File: config.mk
export PLATFORM = sky130hd
export DESIGN_NAME = complex_integrate
export DESIGN_NICKNAME = d
export VERILOG_FILES = /design/src/rtl/complex_integrate_pkg.sv /design/src/rtl/complex_integrate_real_accumulate.sv /design/src/rtl/complex_integrate.sv
export SDC_FILE = /design/constraint.sdc
export NUM_CORES = 1
export LEC_CHECK = 0
export CORE_UTILIZATION = 25
export DETAILED_ROUTE_END_ITERATION = 10
export SETUP_SLACK_MARGIN = 0.3
export SLEW_MARGIN = 25
export SYNTH_ARGS = -nofsm -noshare
export SYNTH_HDL_FRONTEND = slang
export SYNTH_SLANG_ARGS = --single-unit
File: constraint.sdc
create_clock -name clk -period 2.6 [get_ports clk]
set_clock_uncertainty 0.1 [all_clocks]
set_input_delay 0.52 -clock clk [delete_from_list [all_inputs] [get_ports clk]]
set_output_delay 0.52 -clock clk [all_outputs]
set_load 0.01 [all_outputs]
File: src/rtl/complex_integrate_pkg.sv
// Shared precision package for complex_integrate: state encoding, output width
// and the bit positions that split a packed complex word into real/imag parts.
package complex_integrate_pkg;

  typedef enum logic {
    ACCUM = 1'b0,
    HOLD  = 1'b1
  } state_e;

  function automatic int acc_bits(input int bits, input int length);
    return bits / 2 + $clog2(length);
  endfunction

  // Real part occupies the upper half of the packed word, imaginary the lower.
  function automatic int re_msb(input int bits);
    return bits - 1;
  endfunction

  function automatic int re_lsb(input int bits);
    return bits / 2;
  endfunction

  function automatic int im_msb(input int bits);
    return bits / 2 - 1;
  endfunction

endpackage

File: src/rtl/complex_integrate_real_accumulate.sv
// Signed accumulator for one component: sign-extends each input and either
// loads it (first sample of a frame) or adds it to the running total.
module real_accumulate #(
  parameter int IN_BITS  = 8,
  parameter int OUT_BITS = 10
) (
  input  logic                clk,
  input  logic                rst,
  input  logic                clr_i,
  input  logic                en_i,
  input  logic                load_i,
  input  logic [IN_BITS-1:0]  x_i,
  output logic [OUT_BITS-1:0] acc_o,
  output logic [OUT_BITS-1:0] sum_o
);

  logic [OUT_BITS-1:0] acc_q;
  logic [OUT_BITS-1:0] xExt;

  assign xExt  = {{(OUT_BITS - IN_BITS){x_i[IN_BITS-1]}}, x_i};
  // sum_o is the value the accumulator would take this cycle, so the parent
  // can capture a frame total that includes the sample arriving right now.
  assign sum_o = (load_i ? '0 : acc_q) + xExt;
  assign acc_o = acc_q;

  always_ff @(posedge clk or posedge rst) begin
    if (rst) begin
      acc_q <= '0;
    end else if (clr_i) begin
      acc_q <= '0;
    end else if (en_i) begin
      acc_q <= sum_o;
    end
  end

endmodule

File: src/rtl/complex_integrate.sv
// Frame integrator for packed complex samples: sums LENGTH samples per frame and
// hands the total off with valid/ready. Optional macro COMPLEX_INTEGRATE_FLUSH_EN adds a flush input.
module complex_integrate
  import complex_integrate_pkg::*;
#(
  parameter int BITS   = 16,
  parameter int LENGTH = 4,
  localparam int ACC_BITS = acc_bits(BITS, LENGTH)
) (
  input  logic                  clk,
  input  logic                  rst,
  input  logic                  in_valid,
  output logic                  in_ready,
  input  logic [BITS-1:0]       a,
`ifdef COMPLEX_INTEGRATE_FLUSH_EN
  input  logic                  flush,
`endif
  output logic                  out_valid,
  input  logic                  out_ready,
  output logic [2*ACC_BITS-1:0] c
);

  localparam int RE_MSB   = re_msb(BITS);
  localparam int RE_LSB   = re_lsb(BITS);
  localparam int IM_MSB   = im_msb(BITS);
  localparam int CNT_BITS = $clog2(LENGTH);
  localparam logic [CNT_BITS-1:0] LAST = CNT_BITS'(LENGTH - 1);

  state_e                state_q;
  logic [CNT_BITS-1:0]   cnt_q;
  logic [2*ACC_BITS-1:0] c_q;
  logic                  outValid_q;

  logic                  accept;
  logic                  emit;
  logic                  accClr;
  logic                  accEn;
  logic                  accLoad;
  logic [ACC_BITS-1:0]   reAcc, imAcc, reSum, imSum;
  logic [2*ACC_BITS-1:0] emitValue;

  assign in_ready  = (state_q == ACCUM) || out_ready;
  assign accept    = in_valid && in_ready;
  assign out_valid = outValid_q;
  assign c         = c_q;
  assign emitValue = accept ? {reSum, imSum} : {reAcc, imAcc};

  // A frame closes on its last sample (or on flush with something to emit); the
  // accumulators clear at that moment so the next frame starts from zero.
  always_comb begin
    emit = (state_q == ACCUM) && accept && (cnt_q == LAST);
`ifdef COMPLEX_INTEGRATE_FLUSH_EN
    if ((state_q == ACCUM) && flush && (accept || (cnt_q != '0))) begin
      emit = 1'b1;
    end
`endif
    accClr  = emit;
    accEn   = accept && !emit;
    accLoad = (state_q == HOLD) || (cnt_q == '0);
  end

  real_accumulate #(.IN_BITS(BITS / 2), .OUT_BITS(ACC_BITS)) u_re (
    .clk    (clk),
    .rst    (rst),
    .clr_i  (accClr),
    .en_i   (accEn),
    .load_i (accLoad),
    .x_i    (a[RE_MSB:RE_LSB]),
    .acc_o  (reAcc),
    .sum_o  (reSum)
  );

  real_accumulate #(.IN_BITS(BITS / 2), .OUT_BITS(ACC_BITS)) u_im (
    .clk    (clk),
    .rst    (rst),
    .clr_i  (accClr),
    .en_i   (accEn),
    .load_i (accLoad),
    .x_i    (a[IM_MSB:0]),
    .acc_o  (imAcc),
    .sum_o  (imSum)
  );

  // In HOLD a sample taken alongside the handoff is sample 1 of the next frame.
  always_ff @(posedge clk or posedge rst) begin
    if (rst) begin
      state_q    <= ACCUM;
      cnt_q      <= '0;
      c_q        <= '0;
      outValid_q <= 1'b0;
    end else begin
      case (state_q)
        ACCUM: begin
          if (emit) begin
            c_q        <= emitValue;
            cnt_q      <= '0;
            outValid_q <= 1'b1;
            state_q    <= HOLD;
          end else if (accept) begin
            cnt_q <= cnt_q + 1'b1;
          end
        end
        HOLD: begin
          if (out_ready) begin
            outValid_q <= 1'b0;
            state_q    <= ACCUM;
            cnt_q      <= accept ? CNT_BITS'(1) : '0;
          end
        end
        default: state_q <= ACCUM;
      endcase
    end
  end

endmodule

==> run_results.csv <==
group,metric,value,unit
final_layout,drive_above_1_share,29.5,%
power_and_ir_drop,p_switching,1.90,mW
placement,gp_congestion,0.886,
timing,finalCritPeriodShare,96.8,%
die,die_w,103,microns
clock_network,cts.sinks,44,
run_status,outcome,"complete, no violations",
worst_setup_path,worstPathRequired,2.73,ns
synthesis,ys_ff_latch,44,
timing,rsz0062_at_grt,"true",
detailed_routing,routed_wl,6.52,mm
power_and_ir_drop,total_power,4.80,mW
detailed_routing,drtPass1Iterations,4,
synthesis,yosysSeqAreaShare,43.3,%
worst_setup_path,timing.rr.start,"cnt_q[0]",
clock_network,cts-root-buf,"clkbuf_8",
synthesis,synthTopCellsByArea,"dfrtp_1 43%, ha_1 9.9%, nand2_1 8.0%, o21ai_0 5.1%, and2_1 4.9%",
min_path,hold_path.class,"primary input to asynchronous set/reset pin",
synthesis,syn-mean-instance-area,9.30,sq um
placement,hpwl,4.54,mm
timing,slew_violations,0,
grt,grt_pass1_vias,2097,
grt,grt_overflow,0,
timing,hold_viol,0,
synthesis,synth_top_cell_by_area,"dfrtp_1",
synthesis,syn_inst,273,
timing,maxSlewHeadroom,62.6,%
synthesis,synth.most_common_cell,"nand2_1",
final_layout,fin_nets,388,
clock_network,insertion_delay,0.29,ns
worst_setup_path,startpoint_type,"register",
die,rows,36,
final_layout,num_antenna_cells,0,
clock_network,cts_hold_buffers,0,
run,cap_violations,0,
timing,tightest_slew,0.559,ns
worst_setup_path,crit_chain,"inv_2 > ha_4 > nor2_4 > buf_6 > and2_4 > ha_4 > fa_2 > a21o_1 > a21oi_2 > o21ai_1 > xor2_1 > nand2_1 > a21oi_2",
grt,grt_max_degree,29,
detailed_routing,avgViaCountPerCell,4.49,
synthesis,synth_top_area_share,43.3,%
detailed_routing,drcViolationCount,0,
power_and_ir_drop,internal_power,2.90,mW
final_layout,instances_no_fill,479,
power_and_ir_drop,power_switching_share,39.6,%
worst_setup_path,critPathBufInv,2,
final_layout,final_area,0.00380,sq mm
worst_setup_path,rr_worst_depth,13,
die,core,0.00982,sq mm
grt,grtUsageTotal,12.6,%
worst_setup_path,critPathKind,"register to register",
synthesis,synth_warnings,0,
worst_setup_path,endpoint_kind,"register",
clock_network,htreeDepth,2,
power_and_ir_drop,pwr-share-clk,9.8,%
clock_network,clk_pin_slew_worst_paths,0.08,ns
timing,setup_viol,0,
synthesis,syn_area,0.00254,sq mm
worst_setup_path,cp_max_fo,5,
clock_network,cts_buffers,5,
placement,place_area,0.00328,sq mm
grt,grt_pass1_wl,10.2,mm
placement,placed_cells,456,
clock_network,cts_tree,"built",
worst_setup_path,cp.depth,13,
synthesis,yosysUniqueCellTypes,30,
power_and_ir_drop,comb_power_share,65.8,%
timing,fmax,397,MHz
power_and_ir_drop,ir_drop,0.327,mV
synthesis,synth_edf_count,0,
detailed_routing,drtIter0Drc,81,
worst_setup_path,rrSetupSlack,0.08,ns
final_layout,areaGrowthSynthToFinish,49.6,%
clock_network,cts_buffer_depth,2,
timing,layout_min_cycle_time,2.52,ns
worst_setup_path,r2r_end,"u_re.acc_o[6]",
synthesis,synthArstFlopShare,100,%
die,die-area,0.0106,sq mm
power_and_ir_drop,leakage,1.69,nW
detailed_routing,antenna_left,0,
die,dieHeight,103,microns
detailed_routing,routedWlPerCell,13.6,microns
worst_setup_path,max_stage_delay,0.40,ns
die,num_io_pins,42,
placement,portBuffers,41,
worst_setup_path,cpMaxStageDelayCell,"dfrtp_1",
grt,antenna_found_initial,0,
synthesis,yosys_most_used_dff,"dfrtp_1",
worst_setup_path,cp_top_family,"compound AO/OA/AOI/OAI gates",
synthesis,syn_nets,315,
timing,whs,0.345,ns
synthesis,synth.cells.most_frequent,"54 x nand2_1, 44 x dfrtp_1, 26 x o21ai_0",
power_and_ir_drop,power_frac_seq,24.5,%
detailed_routing,vias,2151,
worst_setup_path,worstPathArrival,2.64,ns
power_and_ir_drop,powerDensity,1260,mW/mm^2
die,start_util,25.9,%
## layout by cell type, fill, tap and decap left out, types with 11 or more instances in the layout
master	n
a21oi_1	12
a21oi_2	12
and2_1	12
buf_4	29
clkdlybuf4s50_1	40
dfrtp_1	44
ha_4	13
nand2_1	52
nor2_1	11
o21ai_1	14
## metrics by stage
| stage | setup TNS, ns | utilization, % | setup WS (ns) |
|---|---|---|---|
| after floorplan | 0 | - | 0.0735 |
| after global placement | 0 | 33.4 | 0.0315 |
| after detailed placement | -0.125 | 33.4 | -0.0476 |
| after CTS | 0 | 36.3 | 0.0584 |
| after global routing | -0.134 | 38.7 | -0.0389 |
| final | 0 | 38.7 | 0.0836 |
## registers in the layout, summed over array words and instances (netlist names)
register and flops:
c 20, u_im.acc_o 10, u_re.acc_o 10, cnt_q 2, out_valid 1, state_q 1
## cell type report
cell class | count | area (sq um)
Sequential cell | 44 | 1100
Inverter | 4 | 15.0
Fill cell | 995 | 6020
Clock buffer | 7 | 96.3
Timing Repair Buffer | 78 | 711
Multi-Input combinational cell | 213 | 1710
Tap cell | 133 | 166
## power by group through the flow
stage | clock network, mW | registers, mW | logic, mW
6_report | 0.469 | 1.17 | 3.15
5_1_grt | 0.506 | 1.21 | 3.47
4_1_cts | 0.484 | 1.17 | 2.75
3_5_place_dp | 0 | 1.18 | 2.40
3_3_place_gp | 0 | 1.17 | 2.37
2_1_floorplan | 0 | 1.21 | 1.56
## worst max path at each step
stage / startpoint / slack [ns] / end
after detailed placement: cnt_q[0] / -0.05 / u_re.acc_o[7]
after global placement: cnt_q[0] / 0.03 / u_re.acc_o[7]
final: cnt_q[0] / 0.08 / u_re.acc_o[6]
after global routing: cnt_q[0] / -0.04 / c[9]
after floorplan: cnt_q[0] / 0.07 / c[6]
after CTS: cnt_q[1] / 0.06 / u_im.acc_o[6]
## layer usage
| layer | up-vias | GRT usage (%) | part of all wire (%) |
|---|---|---|---|
| li1 | 1067 | - | - |
| met1 | 1045 | 16.4 | 45 |
| met2 | 32 | 20.7 | 50 |
| met3 | 7 | 2.51 | 3.6 |
| met4 | 0 | 5.09 | 1.5 |
| met5 | - | 0 | 0 |
## cell families after synthesis
logic type	after synthesis	synth area share, %
AOI/OAI and AO/OA	73	17.7
xor gates and xnor gates	18	6.21
adders and majority gates	22	11.4
buffers and inverters	16	2.56
DFF	44	43.3
muxes	5	1.97
and+or+nand+nor	95	16.8
## what timing repair did
action / in CTS / in global routing
setup endpoints to repair: 24 / 31
pin swaps: 30 / 34
setup buffers: 9 / 6
gates cloned: 1 / 0
resized for setup: 34 / 40
Power figures use the tool's default switching activity.
